[src/rtl/accel_fabric_arb_if.sv]
// Shared transaction types and the requester/fabric bundle of the accel fabric arbiter.
package accel_fabric_pkg;
    typedef logic [7:0] t_tile_id;
    typedef logic [4:0] t_fab_ready;

    localparam logic [2:0] OP_NOP    = 3'd0;
    localparam logic [2:0] OP_WR     = 3'd1;
    localparam logic [2:0] OP_RD     = 3'd2;
    localparam logic [2:0] OP_RD_RSP = 3'd3;
    localparam logic [2:0] OP_WR_RSP = 3'd4;

    typedef struct packed {
        logic [2:0]  opcode;
        logic [7:0]  requestor_id;
        logic [31:0] addr;
        logic [31:0] data;
    } t_tile_trans;
endpackage

interface accel_fabric_arb_if #(
    parameter int NUM_REQ = 2
);
    import accel_fabric_pkg::*;

    logic [NUM_REQ-1:0]        req_valid;
    t_tile_trans [NUM_REQ-1:0] req;
    logic [NUM_REQ-1:0]        req_ready;
    logic                      out_fabric_valid;
    t_tile_trans               out_fabric;
    logic                      in_fabric_valid;
    t_tile_trans               in_fabric;
    logic [NUM_REQ-1:0]        rsp_valid;
    logic [31:0]               rsp_data;

    modport slave (
        input  req_valid, req, in_fabric_valid, in_fabric,
        output req_ready, out_fabric_valid, out_fabric, rsp_valid, rsp_data
    );

    modport master (
        output req_valid, req, in_fabric_valid, in_fabric,
        input  req_ready, out_fabric_valid, out_fabric, rsp_valid, rsp_data
    );
endinterface

[src/rtl/accel_fabric_arb.sv]
// Round-robin arbiter for the accel core's outbound fabric port, with a read-tag
// FIFO that routes in-order RD_RSP data back to whichever requester issued the read.
module accel_fabric_arb
    import accel_fabric_pkg::*;
#(
    parameter int MAX_RD_OUTSTANDING = 4,
    parameter int NUM_REQ            = 2
) (
    input  logic                                clk_i,
    input  logic                                rst_i,
    input  t_tile_id                            local_tile_id_i,
    input  t_fab_ready                          fab_ready_i,
    accel_fabric_arb_if.slave                   bus,
    output logic [$clog2(MAX_RD_OUTSTANDING):0] rd_outstanding_o,
    output logic                                rsp_err_o
);
    localparam int PW = $clog2(MAX_RD_OUTSTANDING);
    localparam logic [PW:0] CNT_FULL = (PW+1)'(MAX_RD_OUTSTANDING);

    logic [PW:0]                   count_q, count_d;
    logic [PW-1:0]                 wr_ptr_q, rd_ptr_q;
    logic [MAX_RD_OUTSTANDING-1:0] tag_q;
    logic                          rr_q, rr_d;
    logic                          out_valid_q;
    t_tile_trans                   out_q, out_d;
    logic                          err_q, err_d;

    logic               issue_ok, fifo_full, fifo_empty;
    logic [NUM_REQ-1:0] elig, gnt;
    logic               gnt_any, gnt_idx, push, pop, rsp_is_rd;
    logic               unused_in_fields;

    // The output stage presents each request for exactly one cycle, so it is
    // always free or draining; issue depends only on fabric readiness.
    always_comb begin
        issue_ok   = !rst_i && (fab_ready_i == 5'b11111);
        fifo_full  = (count_q == CNT_FULL);
        fifo_empty = (count_q == '0);
        for (int i = 0; i < NUM_REQ; i++) begin
            elig[i] = issue_ok && bus.req_valid[i] &&
                      (!fifo_full || (bus.req[i].opcode != OP_RD));
        end
    end

    always_comb begin
        gnt = elig;
        if (&elig) begin
            gnt        = '0;
            gnt[rr_q]  = 1'b1;
        end
        gnt_any = |gnt;
        gnt_idx = gnt[1];
        rr_d    = gnt_any ? !gnt_idx : rr_q;
        out_d   = bus.req[gnt_idx];
        out_d.requestor_id = 8'(local_tile_id_i);
        push    = gnt_any && (bus.req[gnt_idx].opcode == OP_RD);
    end

    always_comb begin
        rsp_is_rd     = bus.in_fabric_valid && (bus.in_fabric.opcode == OP_RD_RSP);
        pop           = rsp_is_rd && !fifo_empty;
        err_d         = err_q || (rsp_is_rd && fifo_empty);
        bus.rsp_valid = '0;
        bus.rsp_data  = '0;
        if (pop) begin
            bus.rsp_valid[tag_q[rd_ptr_q]] = 1'b1;
            bus.rsp_data                   = bus.in_fabric.data;
        end
        count_d = count_q;
        if (push && !pop) begin
            count_d = count_q + (PW+1)'(1);
        end else if (pop && !push) begin
            count_d = count_q - (PW+1)'(1);
        end
    end

    always_ff @(posedge clk_i or posedge rst_i) begin
        if (rst_i) begin
            count_q     <= '0;
            wr_ptr_q    <= '0;
            rd_ptr_q    <= '0;
            tag_q       <= '0;
            rr_q        <= 1'b0;
            out_valid_q <= 1'b0;
            out_q       <= '0;
            err_q       <= 1'b0;
        end else begin
            count_q     <= count_d;
            rr_q        <= rr_d;
            out_valid_q <= gnt_any;
            err_q       <= err_d;
            if (gnt_any) begin
                out_q <= out_d;
            end
            if (push) begin
                tag_q[wr_ptr_q] <= gnt_idx;
                wr_ptr_q        <= wr_ptr_q + 1'b1;
            end
            if (pop) begin
                rd_ptr_q <= rd_ptr_q + 1'b1;
            end
        end
    end

    assign bus.req_ready        = gnt;
    assign bus.out_fabric_valid = out_valid_q;
    assign bus.out_fabric       = out_q;
    assign rd_outstanding_o     = count_q;
    assign rsp_err_o            = err_q;
    assign unused_in_fields     = ^{bus.in_fabric.requestor_id, bus.in_fabric.addr};
endmodule

[src/flat_wrapper.sv]
// flat-port wrapper written by rule: the top's interface ports become plain ports
module accel_fabric_arb_flat import accel_fabric_pkg::*;
#(
    parameter int MAX_RD_OUTSTANDING = 4,
    parameter int NUM_REQ            = 2
)
  (clk_i, rst_i, local_tile_id_i, fab_ready_i, rd_outstanding_o, rsp_err_o, bus_req_valid, bus_req, bus_in_fabric_valid, bus_in_fabric, bus_req_ready, bus_out_fabric_valid, bus_out_fabric, bus_rsp_valid, bus_rsp_data);
  accel_fabric_arb_if #(.NUM_REQ(NUM_REQ)) bus_i ();
  input  logic clk_i;
  input  logic rst_i;
  input  t_tile_id local_tile_id_i;
  input  t_fab_ready fab_ready_i;
  output logic [$clog2(MAX_RD_OUTSTANDING):0] rd_outstanding_o;
  output logic rsp_err_o;
  input wire logic [$bits(bus_i.req_valid)-1:0] bus_req_valid;
  input wire logic [$bits(bus_i.req)-1:0] bus_req;
  input wire logic [$bits(bus_i.in_fabric_valid)-1:0] bus_in_fabric_valid;
  input wire logic [$bits(bus_i.in_fabric)-1:0] bus_in_fabric;
  output wire logic [$bits(bus_i.req_ready)-1:0] bus_req_ready;
  output wire logic [$bits(bus_i.out_fabric_valid)-1:0] bus_out_fabric_valid;
  output wire logic [$bits(bus_i.out_fabric)-1:0] bus_out_fabric;
  output wire logic [$bits(bus_i.rsp_valid)-1:0] bus_rsp_valid;
  output wire logic [$bits(bus_i.rsp_data)-1:0] bus_rsp_data;
  assign bus_i.req_valid = bus_req_valid;
  assign bus_i.req = bus_req;
  assign bus_i.in_fabric_valid = bus_in_fabric_valid;
  assign bus_i.in_fabric = bus_in_fabric;
  assign bus_req_ready = bus_i.req_ready;
  assign bus_out_fabric_valid = bus_i.out_fabric_valid;
  assign bus_out_fabric = bus_i.out_fabric;
  assign bus_rsp_valid = bus_i.rsp_valid;
  assign bus_rsp_data = bus_i.rsp_data;
  accel_fabric_arb #(.MAX_RD_OUTSTANDING(MAX_RD_OUTSTANDING), .NUM_REQ(NUM_REQ)) u_core (.clk_i(clk_i), .rst_i(rst_i), .local_tile_id_i(local_tile_id_i), .fab_ready_i(fab_ready_i), .bus(bus_i), .rd_outstanding_o(rd_outstanding_o), .rsp_err_o(rsp_err_o));
endmodule
[config.mk]
export PLATFORM = sky130hd
export DESIGN_NAME = accel_fabric_arb_flat
export DESIGN_NICKNAME = d
export VERILOG_FILES = /design/src/rtl/accel_fabric_arb_if.sv /design/src/rtl/accel_fabric_arb.sv /design/src/flat_wrapper.sv
export SDC_FILE = /design/constraint.sdc
export NUM_CORES = 1
export LEC_CHECK = 0
export CAP_MARGIN = 10
export CORE_AREA = 2 2 140 142
export DETAILED_ROUTE_END_ITERATION = 10
export DIE_AREA = 0 0 142 144
export DONT_BUFFER_PORTS = 1
export GPL_TIMING_DRIVEN = 0
export SYNTH_ARGS = -nofsm -noshare
export SYNTH_HDL_FRONTEND = slang
export SYNTH_SLANG_ARGS = --single-unit
[constraint.sdc]
create_clock -name clk_i -period 2.9 [get_ports clk_i]
set_input_delay 0.29 -clock clk_i [delete_from_list [all_inputs] [get_ports clk_i]]
set_output_delay 0.29 -clock clk_i [all_outputs]
set_load 0.1 [all_outputs]
==> metrics.md <==
| Metric | Value |
|---|---|
| Mapped Nets | 619 |
| Adder-Cell Fraction of Synth Area | 0.01902 |
| Max-cap viol count | 0 |
| DR pass1 iterations | 4 |
| CP Capture Type | flip-flop |
| Violated checks | setup timing |
| Largest net degree at the start of global routing | 54 |
| Main combinational cell family by area after synthesis | compound AO/OA/AOI/OAI gates |
| Most common cell after layout, fill and taps aside | dfrtp_1 |
| Fmax | 0.3383 GHz |
| Yosys Warn Count | 0 |
| First-pass GRT wire length | 19,130 µm |
| Vias in the first global route | 3,350 |
| Multi-input gate area | 2008 µm² |
| Yosys cell types | 38 |
| Fin Hold WS | 78.26 ps |
| Final Hold Viols | 0 |
| Kind of critical path | flip-flop to flip-flop |
| RSZ-0062 raised after global routing | yes |
| Worst path cell trace | or3b_4 > o2111a_1 > and3_1 > o211a_1 > ha_2 > inv_2 > fa_1 > mux2_4 |
| Total I/O pin count | 359 |
| Starting Density | 0.2276 |
| Worst slew margin | 0.3068 |
| Clock skew | 11.21 ps |
| Post-DRT Antenna Nets | 0 |
| Share of layout cells above drive strength 1 | 0.2117 |
| Post-synthesis xor/xnor area fraction | 0.01210 |
| Initial DRC count | 149 |
| Critical path peak fanout | 7 |
| Via count | 3,192 |
| Most frequent cells in the layout | dfrtp_1, nor2b_1, a221o_1 |
| Area Growth Syn to Fin | 17.61% |
| Worst path bufs/invs | 1 |
| GRT overflow | 0 |
| Synth Area in Compound Gates | 0.1963 |
| Clk sinks | 89 |
| Gate Count Post-Synth | 370 |
| Asr flop ratio synth | 1.000 |
| Slew Limit Fails | 0 |
| Dpl ws | -552.0 ps |
| Syn_area_per_cell | 11.73 µm² |
| HPWL after DPL | 10,520 µm |
| Power density cells | 1095 nW/µm² |
| Type of the tightest min-delay check | input port to flip-flop |
| Core area | 19,080 µm² |
| GRT Util Overall | 0.1259 |
| Required time worst endpoint | 3120 ps |
| Worst-skew pair later-pin latency | 350 ps |
| IO Port Bufs | 0 |
| Die X-Extent | 142 µm |
| # H-tree levels | 3 |
| Register area | 2238 µm² |
| ANT cells | 0 |
| Maximum vdd drop | 0.4297 mV |
| Main synth FF type | dfrtp_1 |
| Fillers | 1,950 |
| GP Congestion | 0.8292 |
| Detailed-route DRC error count | 0 |
| Layout Nets | 636 |
| Maximum clock insertion buffer count | 2 |
| Synthesized area | 4342 µm² |
| Root buf cell | clkbuf_16 |
| Max stage delay cell, worst path | dfrtp_4 |
| Top delay family on crit path | simple AND/OR/NAND/NOR gates |
| Run status | finished with violations |
| Chip height | 144 µm |
| Max incr delay on CP | 630 ps |
| EDFF count, synth | 0 |
| CP arrival | 3180 ps |
| CTS tree | yes |
| Crit share post-route | 1.019 |
| Initial antenna violation count | 0 |
| Leak Pwr | 2.255 nW |
| Crit path launch type | flip-flop |
| Final setup fails | 3 |
| #FFs+latches synth | 89 |
| Mux contribution to synthesized area | 0.03573 |
| Sequential cell area fraction in the yosys report | 0.5130 |
| Setup WS post-layout | -56.06 ps |
| Measured slew at the worst slew-check pin | 1040 ps |
| Final WL | 13,430 µm |
| Setup tns final | -86.03 ps |
| Num CTS Buffers | 9 |
| Post-detailed-route wirelength per cell | 21.31 µm |
| Post-Synth Simple-Gate Area | 0.1798 |
| Crit path time final | 2956 ps |
| Row cnt | 51 |
| Worst-path clk slew | 70 ps |
| Vias per cell | 5.067 |
| Die Footprint | 20,450 µm² |
layout make-up:
type                       count  share of cell area
timing repair buffer           7             0.01470
clock inverter                 7             0.01323
sequential                    89              0.4384
buffer                        27             0.03308
multi-input combinational    247              0.3933
inverter                       6            0.004901
clock buffer                   9             0.04411
tap                          238             0.05832
routing by layer:
| metal | vias to the layer above | routed length (µm) | global-route usage |
|---|---|---|---|
| met5 | - | 0 | 0 |
| met4 | 0 | 153 | 0.04211 |
| met3 | 14 | 1078 | 0.04603 |
| met2 | 202 | 6847 | 0.2171 |
| met1 | 1578 | 5345 | 0.1450 |
| li1 | 1398 | - | - |
kinds of logic after synthesis:
group	count (synthesis)
simple gates	128
compound gates	94
flops	89
buf+inv	34
mux	13
xor+xnor	6
fa+ha+maj	6
state kept, by name, summed over array words and instances (netlist names):
signal and count:
u_core.bus.out_fabric 75, u_core.tag_q 4, u_core.rd_outstanding_o 3, u_core.rd_ptr_q 2, u_core.wr_ptr_q 2, u_core.bus.out_fabric_valid 1, u_core.rr_q 1, u_core.rsp_err_o 1
cell usage after synthesis (4+ instances only):
library cell	instances	area, µm²
nor2b_1	67	419.2
nand3_1	5	25.02
a21oi_1	8	40.04
inv_1	6	22.52
a31oi_1	4	25.02
dfrtp_1	89	2227
o21ai_0	6	30.03
buf_2	6	30.03
clkbuf_1	14	52.55
and2_1	35	219.0
mux2_1	9	101.4
a221o_1	64	640.6
buf_6	7	78.83
ha_1	5	62.56
nor2_1	8	30.03
where the power goes:
part / internal [mW] / total, mW / switching [mW]
combinational: 0.352 / 0.699 / 0.347
sequential: 1.49 / 3.73 / 2.24
clock: 0.607 / 1.16 / 0.550
worst paths after layout:
check                                            from                         end  slack, ps  cells after the start
min in group asynchronous                       rst_i            u_core.rsp_err_o        460                      2
max in group asynchronous                       rst_i    u_core.bus.out_fabric[0]       1820                      3
hold reg to reg                    u_core.rd_ptr_q[1]          u_core.rd_ptr_q[1]        490                      1
hold / removal                     local_tile_id_i[2]   u_core.bus.out_fabric[66]         80                      1
setup / recovery           u_core.rd_outstanding_o[0]  u_core.rd_outstanding_o[1]        -60                      8
setup reg to reg           u_core.rd_outstanding_o[0]  u_core.rd_outstanding_o[1]        -60                      8
stage by stage:
| stage | total power, mW | cells | cell area (µm²) | util |
|---|---|---|---|---|
| 2_1_floorplan | 4.237 | 370 | 4375 | - |
| 3_3_place_gp | 4.394 | 608 | 4673 | 0.2449 |
| 3_5_place_dp | 4.437 | 609 | 4703 | 0.2465 |
| 4_1_cts | 5.654 | 628 | 5090 | 0.2668 |
| 5_1_grt | 5.817 | 630 | 5106 | 0.2676 |
| 6_report | 5.590 | 630 | 5106 | 0.2676 |
what timing repair did:
item / in CTS / in global routing
cloned: 0 / 0
hold buffers: 1 / 0
hold endpoints to repair: 36 / 0
setup buffers: 3 / 2
setup endpoints to repair: 110 / 4
pin swaps: 4 / 5
resized for setup: 40 / 2
No activity file was read; power rests on OpenSTA's default activity.
